**src/rtl/norm_seq.sv**
```systemverilog
// norm_seq: sequencer that clears a norm lane, loads a vector, issues one divide per element and streams results out.
module norm_seq #(
  parameter int bw    = 4,
  parameter int DEPTH = 8,
  parameter int LW    = 4
) (
  input  logic            i_clk,
  input  logic            i_reset,
  input  logic            i_start,
  input  logic [LW-1:0]   i_len,
  input  logic            i_in_valid,
  input  logic [bw-1:0]   i_in_data,
  output logic            o_in_ready,
  output logic            o_out_valid,
  output logic [2*bw-1:0] o_out_data,
  input  logic            i_out_ready,
  output logic            o_busy,
  output logic            o_done,
  output logic            o_err,
  output logic            o_n_reset,
  output logic            o_n_wr,
  output logic            o_n_div,
  output logic [bw-1:0]   o_n_in,
  input  logic            i_n_full,
  input  logic            i_n_ready,
  input  logic [2*bw-1:0] i_n_out
);
  typedef enum logic [2:0] {IDLE, CLEAR, LOAD, ISSUE, WAIT, HOLD, DONE} state_t;
  localparam logic [LW-1:0] L_DEPTH = LW'(DEPTH);
  localparam logic [LW-1:0] L_ONE   = LW'(1);
  state_t            r_state, w_next;
  logic [LW-1:0]     r_remaining, r_total;
  logic [2*bw-1:0]   r_acc, r_out_data, w_sum;
  logic              r_zero, r_first, r_out_valid, r_err;
  logic              w_xfer, w_last, w_hs, w_zero_sum;
  assign w_xfer     = r_state == LOAD && i_in_valid && !i_n_full;
  assign w_last     = w_xfer && r_remaining == L_ONE;
  assign w_sum      = r_acc + (2*bw)'(i_in_data);
  assign w_zero_sum = w_last && w_sum == '0;
  assign w_hs       = r_state == HOLD && r_out_valid && i_out_ready;
  always_ff @(posedge i_clk)
    if (i_reset) r_state <= IDLE;
    else r_state <= w_next;
  always_comb begin
    w_next = r_state;
    case (r_state)
      IDLE:  w_next = !i_start ? IDLE : i_len == '0 ? DONE : i_len <= L_DEPTH ? CLEAR : IDLE;
      CLEAR: w_next = LOAD;
      LOAD:  w_next = !w_last ? LOAD : w_sum != '0 ? ISSUE : HOLD;
      ISSUE: w_next = i_n_ready ? WAIT : ISSUE;
      WAIT:  w_next = !r_first && i_n_ready ? HOLD : WAIT;
      HOLD:  w_next = !w_hs ? HOLD : r_total == L_ONE ? DONE : r_zero ? HOLD : ISSUE;
      DONE:  w_next = IDLE;
      default: w_next = IDLE;
    endcase
  end
  always_comb begin
    o_busy      = r_state != IDLE;
    o_done      = r_state == DONE;
    o_n_reset   = r_state == CLEAR && !i_reset;
    o_in_ready  = r_state == LOAD && !i_n_full;
    o_n_wr      = w_xfer;
    o_n_in      = w_xfer ? i_in_data : '0;
    o_n_div     = r_state == ISSUE && i_n_ready;
    o_out_valid = r_out_valid;
    o_out_data  = r_out_data;
    o_err       = r_err;
  end
  // r_first marks the WAIT cycle right after the divide, where the lane's ready is still stale
  always_ff @(posedge i_clk)
    if (i_reset) begin
      r_remaining <= '0;
      r_total     <= '0;
      r_acc       <= '0;
      r_zero      <= 1'b0;
      r_first     <= 1'b0;
      r_out_valid <= 1'b0;
      r_out_data  <= '0;
      r_err       <= 1'b0;
    end else begin
      r_err   <= (r_state == IDLE && i_start && i_len > L_DEPTH) || w_zero_sum;
      r_first <= r_state == ISSUE;
      if (r_state == IDLE && i_start) begin
        r_remaining <= i_len;
        r_total     <= i_len;
        r_acc       <= '0;
        r_zero      <= 1'b0;
      end
      if (w_xfer) begin
        r_acc       <= w_sum;
        r_remaining <= r_remaining - L_ONE;
      end
      if (w_zero_sum) begin
        r_zero      <= 1'b1;
        r_out_valid <= 1'b1;
        r_out_data  <= '0;
      end
      if (r_state == WAIT && !r_first && i_n_ready) begin
        r_out_valid <= 1'b1;
        r_out_data  <= i_n_out;
      end
      if (w_hs) begin
        r_total     <= r_total - L_ONE;
        r_out_valid <= r_zero && r_total != L_ONE;
      end
    end
endmodule

```
**config.mk**
```make
export PLATFORM = sky130hd
export DESIGN_NAME = norm_seq
export DESIGN_NICKNAME = d
export VERILOG_FILES = /design/src/rtl/norm_seq.sv
export SDC_FILE = /design/constraint.sdc
export NUM_CORES = 1
export LEC_CHECK = 0
export BUFFER_PORTS_ARGS = -buffer_cell sky130_fd_sc_hd__buf_2
export CAP_MARGIN = 0
export CORE_MARGIN = 4
export CORE_UTILIZATION = 45
export CTS_BUF_LIST = sky130_fd_sc_hd__clkbuf_8 sky130_fd_sc_hd__clkbuf_16
export CTS_CLUSTER_SIZE = 28
export DETAILED_ROUTE_END_ITERATION = 10
export MAX_ROUTING_LAYER = met4
export PLACE_DENSITY = 0.7
export SLEW_MARGIN = 10
export SYNTH_ARGS = -nofsm -noshare
export SYNTH_HDL_FRONTEND = slang
export SYNTH_SLANG_ARGS = --single-unit
```
**constraint.sdc**
```tcl
create_clock -name i_clk -period 2.63 [get_ports i_clk]
set_input_delay 0.1315 -clock i_clk [delete_from_list [all_inputs] [get_ports i_clk]]
set_output_delay 0.1315 -clock i_clk [all_outputs]
set_load 0.01 [all_outputs]
```
==> results of run 1 <==
Yosys cell counts (3+ instances only):
cell type,n
nand2_1,15
a22oi_1,4
nor3b_1,4
a31oi_1,5
nand3b_1,13
ha_1,8
and3_2,4
dfxtp_1,31
nand3_1,6
inv_1,13
a21oi_1,8
clkbuf_1,6
nor2_1,24
buf_2,3
nor3_1,5
o41ai_1,8
a211oi_1,7
or2_2,5
o21ai_0,8
a21o_1,3
cells by family (layout without fill, tap and decap cells):
kind of cell             Yosys count  in the layout
flip-flops                        31             31
XOR/XNOR                           3              3
AO/OA/AOI/OAI                     59             59
AND/OR/NAND/NOR                   91             91
adder cells (fa/ha/maj)            9              9
buffers and inverters             24             68
area by class of cell:
type / count / area [um2] / share of cell area
sequential: 31 / 621 / 0.281
multi-input combinational: 162 / 1110 / 0.504
inverter: 13 / 48.8 / 0.0221
clock inverter: 2 / 35.0 / 0.0159
clock buffer: 6 / 82.6 / 0.0374
timing repair buffer: 47 / 248 / 0.112
tap: 48 / 60.1 / 0.0272
flip-flops by register name, indices dropped and copies added (netlist names):
register     cells
o_err            1
o_out_data       8
o_out_valid      1
r_acc            8
r_first          1
r_remaining      4
r_state          3
r_total          4
r_zero           1
placed cells by master, fill, tap and decap left out, types with 3 or more instances in the layout:
master | Yosys | layout
o41ai_1 | 8 | 8
nand3b_1 | 13 | 13
buf_2 | 3 | 42
buf_4 | 0 | 5
or2_2 | 5 | 5
nor2_1 | 24 | 24
nor3_1 | 5 | 5
dfxtp_1 | 31 | 31
clkbuf_8 | 0 | 6
nand2_1 | 15 | 15
o21ai_0 | 8 | 8
a21oi_1 | 8 | 8
and3_2 | 4 | 4
nand3_1 | 6 | 6
a21o_1 | 3 | 3
ha_1 | 8 | 8
a31oi_1 | 5 | 5
nor3b_1 | 4 | 3
a211oi_1 | 7 | 7
a22oi_1 | 4 | 4
inv_1 | 13 | 13
worst max-delay path by stage:
| stage | from | slack [ns] | cells past startpoint | endpoint |
|---|---|---|---|---|
| 2_1_floorplan | r_acc[0]$_SDFFE_PP0P_ | 0.33 | 8 | o_out_data[2]$_SDFFE_PP0P_ |
| 3_3_place_gp | r_acc[0]$_SDFFE_PP0P_ | 0.30 | 8 | o_out_data[0]$_SDFFE_PP0P_ |
| 3_5_place_dp | r_acc[0]$_SDFFE_PP0P_ | 0.25 | 8 | o_out_data[3]$_SDFFE_PP0P_ |
| 4_1_cts | r_acc[0]$_SDFFE_PP0P_ | 0.24 | 8 | o_out_data[3]$_SDFFE_PP0P_ |
| 5_1_grt | r_acc[0]$_SDFFE_PP0P_ | 0.10 | 8 | o_out_data[6]$_SDFFE_PP0P_ |
| 6_report | r_acc[0]$_SDFFE_PP0P_ | 0.26 | 8 | o_out_data[3]$_SDFFE_PP0P_ |
metrics by stage:
| stage | power (mW) | cell area (um2) |
|---|---|---|
| 2_1_floorplan | 0.623 | 1840 |
| 3_3_place_gp | 0.680 | 2090 |
| 3_5_place_dp | 0.683 | 2090 |
| 4_1_cts | 1.17 | 2210 |
| 5_1_grt | 1.21 | 2210 |
| 6_report | 1.15 | 2210 |
metal layers:
layer,global-route usage,part of all wire
met5,-,0
met3,0.0374,0.045
met1,0.213,0.47
met4,0.0543,0.012
met2,0.283,0.47
worst register-to-register path, stage by stage, from the launching register on:
cell and delay [ns]:
dfxtp_1 0.32, ha_1 0.22, fa_1 0.42, a211o_1 0.29, a21o_1 0.15, a221o_1 0.37
nor4_4 0.13, buf_4 0.23, o41ai_1 0.10
where the power goes:
part / internal (mW) / switching [mW]
registers: 0.487 / 0.0182
logic: 0.0725 / 0.0951
clock network: 0.306 / 0.174
total: 0.866 / 0.287
==> impl_results.md, run 1 <==
- R2R depth: 8
- Syn. warnings: 0
- Multiplexer share of the synthesized area: 0
- Post-DRT Antenna Nets: 0
- Finished Layout Cells: roughly 300
- Hold WC Path Type: primary input to flop
- Share of cells above drive strength 1: 0.276
- Pin count of the biggest net entering global routing: 40
- Xor/xnor cell area share of the yosys netlist: 0.0143
- CP Data Arrival Time: approximately 2.5 ns
- Vias in the first global route: about 1600
- Leading area contributor after synthesis: dfxtp_1
- Post-Synthesis Cells: between 200 and 250
- RR Endpoint: o_out_data[3]$_SDFFE_PP0P_
- Hold Slack: slightly below 0.08 ns
- Synth Flop Type: dfxtp_1
- Setup WS post-layout: around 0.26 ns
- Final Skew: 0.00652 ns
- Top post-synthesis cells by area: dfxtp_1 34%, ha_1 5.4%, nand3b_1 5.3%
- GRT Total Usage: 0.173
- Clock sink total: 31
- CTS-repair resized insts: 0
- Largest family of logic cells by synthesized area: simple AND/OR/NAND/NOR gates
- IO Count: 43
- Crit path largest cell delay: 0.42 ns
- Post-synthesis adder-cell area fraction: 0.0654
- Slowest CP cell: fa_1
- Top-area cell type share of the netlist area: 0.338
- Post-Synth Simple-Gate Area: 0.290
- Post-layout min period: around 2.4 ns
- Die width: a little over 70 um
- Cell Chain, Critical Path: ha_1, fa_1, a211o_1, a21o_1, a221o_1, nor4_4, buf_4, o41ai_1
- Placed Instances: 301
- Core region area: around 3800 um2
- Post-synthesis cell area: between 1500 and 2000 um2
- CTS H-tree depth: 2
- Initial antenna violation count: 0
- # nets final: between 200 and 300
- DIE AREA: between 5000 and 6000 um2
- Post-synthesis compound-gate area fraction: 0.233
- # setup viols final: 0
- Final Hold Viols: 0
- RR Startpoint: r_acc[0]$_SDFFE_PP0P_
- Filler cells: between 300 and 400
- Syn Nets: around 250
- CP required: roughly 2.8 ns
- DRC violations left: 0
- Unrepaired setup endpoints after global routing: no
- Largest delay share family, worst path: compound AO/OA/AOI/OAI gates
- Avg Cell Area, Syn: approximately 8.5 um2
- Final Slew Violations: 0
- Post-CTS setup buffer count: 0
- Final period util: 0.901
- Reg2Reg Setup Slack: about 0.26 ns
- Worst Setup End Kind: flop
- Max Clock Freq: ~0.42 GHz
- Initial core utilization: 0.484
- Port Buffers: 42
- Cts hold-fix bufs: 0
- Sequential area share after synthesis: 0.338
- First-pass GRT wire length: slightly above 7 mm
- TritonCTS Buffers: 5
- CTS clock-pin slew for the worst setup and hold paths: 0.07 ns
- Total Wirelength: between 4 and 5 mm
- FFs w/ async S/R, synth: 0
- Hold depth: 3
- Setup TNS Final: 0 ns
- CP Launch Type: flop
- Die Height: 71.9 um
- Maximum vdd drop: ~320 uV
- Synth-to-Final Area Change: 20.1%
- # diodes: 0
- Status: completed
- WP buf/inv: 1
- Row count: 22
- DRT Pass-1 Iters: 4
- Via Count: 1731
- CTS tree: done
- Maximum clock insertion buffer count: 2
- Max_slew headroom: 0.559
- Total grt overflow: 0
- Pre-CTS WS: roughly 0.25 ns
- Post-DP HPWL: a little over 3 mm
- Hold EP: o_out_data[7]$_SDFFE_PP0P_
- Post-synth EDFFs: 0
- DR WL/cell: 13.8 um
- Power Density: roughly 520 nW/um2
- Vias per Instance: 5.60
- Max Cap Violations: 0
- #FFs+latches synth: 31
- Layout Utilization: 0.581
- CTS root buffer: clkbuf_8
- Detailed Route Iter0 Violations: just under 100
- Worst-margin pin slew: 0.662 ns
- Setup CP Type: flop to flop
- CP Max Fanout: 13
- Routability congestion estimate: just over 0.9
- Cell leakage power: a little under 1 nW
- Worst skew pair latency: about 0.28 ns
- Synth cell types: 48
- Hold Startpoint: i_n_out[7]
(Power assumes the default switching activity.)
==> inputs of run 2 (changes only) <==
--- a/config.mk
+++ b/config.mk
@@ -9,7 +9,6 @@
 export CAP_MARGIN = 0
 export CORE_MARGIN = 4
 export CORE_UTILIZATION = 45
-export CTS_BUF_LIST = sky130_fd_sc_hd__clkbuf_8 sky130_fd_sc_hd__clkbuf_16
 export CTS_CLUSTER_SIZE = 28
 export DETAILED_ROUTE_END_ITERATION = 10
 export MAX_ROUTING_LAYER = met4
==> constraint.sdc (replaced) <==
create_clock -name i_clk -period 2.8 [get_ports i_clk]
set_input_delay 0.14 -clock i_clk [delete_from_list [all_inputs] [get_ports i_clk]]
set_output_delay 0.14 -clock i_clk [all_outputs]
set_load 0.01 [all_outputs]
==> impl_results.md, run 2 (synthesized netlist as in run 1, its figures left out) <==
- CTS tree: done
- GRT Total Usage: 0.176 (+0.00343)
- Synth-to-Final Area Change: 20.1% (unchanged)
- DRC violations left: 0 (unchanged)
- Final Slew Violations: 0 (unchanged)
- Worst-margin pin slew: 0.648 ns (-0.0142 ns)
- Power Density: 494 nW/um2 (-5.4%)
- Worst Setup End Kind: flop
- CP Launch Type: flop
- Via Count: 1753 (+1.3%)
- Post-CTS setup buffer count: 0 (unchanged)
- Max Cap Violations: 0 (unchanged)
- Clock sink total: 31 (unchanged)
- Max_slew headroom: 0.568 (+0.00947)
- # setup viols final: 0 (unchanged)
- Setup TNS Final: 0 ns (unchanged)
- Hold depth: 3 (unchanged)
- Initial antenna violation count: 0 (unchanged)
- Die Height: 71.9 um (unchanged)
- Port Buffers: 42 (unchanged)
- Total power: 1.09 mW (-5.4%)
- CP Data Arrival Time: 2.59 ns (+0.08 ns)
- Core region area: 3800 um2 (unchanged)
- Post-layout min period: 2.42 ns (+0.0491 ns)
- Hold Slack: 0.0803 ns (+0.000758 ns)
- Post-DRT Antenna Nets: 0 (unchanged)
- Die width: 71.9 um (unchanged)
- Most frequent cells in the layout: 42 x buf_2, 31 x dfxtp_1, 24 x nor2_1
- Vias in the first global route: 1561 (+0.64%)
- Most common cell after layout, fill and taps aside: buf_2
- RR Endpoint: o_out_valid$_SDFFE_PP0P_
- Status: completed
- Cell Chain, Critical Path: ha_1, fa_1, a211oi_1, nor3_1, xor2_1, nor4_4, buf_4, o31a_2
- Hold EP: o_out_data[5]$_SDFFE_PP0P_
- First-pass GRT wire length: 7.05 mm (-0.20%)
- Final period util: 0.864 (-0.0371)
- Initial core utilization: 0.484 (unchanged)
- CTS root buffer: clkbuf_8
- Routability congestion estimate: 0.826 (-9.4%)
- DRT Pass-1 Iters: 5 (+1)
- Placed inst area: 2090 um2 (unchanged)
- Max Clock Freq: 0.414 GHz (-2.0%)
- CTS H-tree depth: 2 (unchanged)
- Maximum clock insertion buffer count: 2 (unchanged)
- Final Skew: 0.00703 ns (+0.000512 ns)
- Crit path largest cell delay: 0.43 ns (about the same)
- Total Wirelength: 4.29 mm (+0.52%)
- IO Count: 43 (unchanged)
- RR Startpoint: r_acc[0]$_SDFFE_PP0P_
- CP Max Fanout: 13 (unchanged)
- DIE AREA: 5170 um2 (unchanged)
- # diodes: 0 (unchanged)
- Detailed Route Iter0 Violations: 106 (+7.1%)
- Maximum vdd drop: 428 uV (+34%)
- Vias per Instance: 5.67 (+1.3%)
- Largest delay share family, worst path: compound AO/OA/AOI/OAI gates
- # nets final: 292 (unchanged)
- Total grt overflow: 0 (unchanged)
- Reg2Reg Setup Slack: 0.38 ns (+0.12 ns)
- TritonCTS Buffers: 5 (unchanged)
- Layout Utilization: 0.581 (unchanged)
- DR WL/cell: 13.9 um (+0.52%)
- Hold Startpoint: i_n_out[5]
- CP required: 2.98 ns (+0.21 ns)
- WP buf/inv: 1 (unchanged)
- Hold WC Path Type: primary input to flop
- Worst skew pair latency: 0.28 ns (about the same)
- Slowest CP cell: fa_1
- Unrepaired setup endpoints after global routing: no
- Pin count of the biggest net entering global routing: 40 (unchanged)
- Cell leakage power: 0.970 nW (unchanged)
- Post-route cell area: 2210 um2 (unchanged)
- CTS-repair resized insts: 0 (unchanged)
- Cts hold-fix bufs: 0 (unchanged)
- Post-DP HPWL: 3.07 mm (-1.1%)
- Share of cells above drive strength 1: 0.276 (unchanged)
- Row count: 22 (unchanged)
- Worst Setup SP: r_acc[0]$_SDFFE_PP0P_
- Final Hold Viols: 0 (unchanged)
- Setup CP Type: flop to flop
- R2R depth: 8 (unchanged)
- CTS clock-pin slew for the worst setup and hold paths: 0.07 ns (about the same)
run 2: worst max path at each step:
stage | cells after the start | slack [ns] | end
3_5_place_dp | 8 | 0.43 | o_out_data[3]$_SDFFE_PP0P_
4_1_cts | 8 | 0.38 | o_out_data[3]$_SDFFE_PP0P_
6_report | 8 | 0.38 | o_out_valid$_SDFFE_PP0P_
5_1_grt | 8 | 0.24 | o_out_data[5]$_SDFFE_PP0P_
2_1_floorplan | 8 | 0.50 | o_out_data[2]$_SDFFE_PP0P_
3_3_place_gp | 8 | 0.46 | o_out_data[0]$_SDFFE_PP0P_
run 2: per-stage QoR:
stage	setup WS, ns	cells
finish	0.382	309
detailed placement	0.430	301
global placement	0.464	301
floorplan	0.503	217
CTS	0.380	309
global route	0.239	309
run 2: layer usage:
metal	up-vias	GRT usage	wire length (um)
met5	-	-	0
met4	0	0.0626	54
met3	5	0.0388	269
met2	46	0.279	1960
met1	808	0.222	2010
li1	894	-	-
run 2: tightest hold or removal path, stage by stage:
cell	delay (ns)
buf_2	0.07
nand3b_1	0.07
o41ai_1	0.05
run 2: final cells by class:
cell class	instances	area, um2
fill	369	1590
sequential	31	621
multi-input combinational	162	1110
timing repair buffer	47	248
clock buffer	6	82.6
tap	48	60.1
clock inverter	2	35.0
inverter	13	48.8
run 2: report_power, final:
| group | leakage [nW] | internal (mW) | total, mW | switching, mW |
|---|---|---|---|---|
| clock network | 0.0612 | 0.288 | 0.459 | 0.172 |
| registers | 0.252 | 0.458 | 0.474 | 0.0165 |
| logic | 0.657 | 0.0681 | 0.157 | 0.0894 |
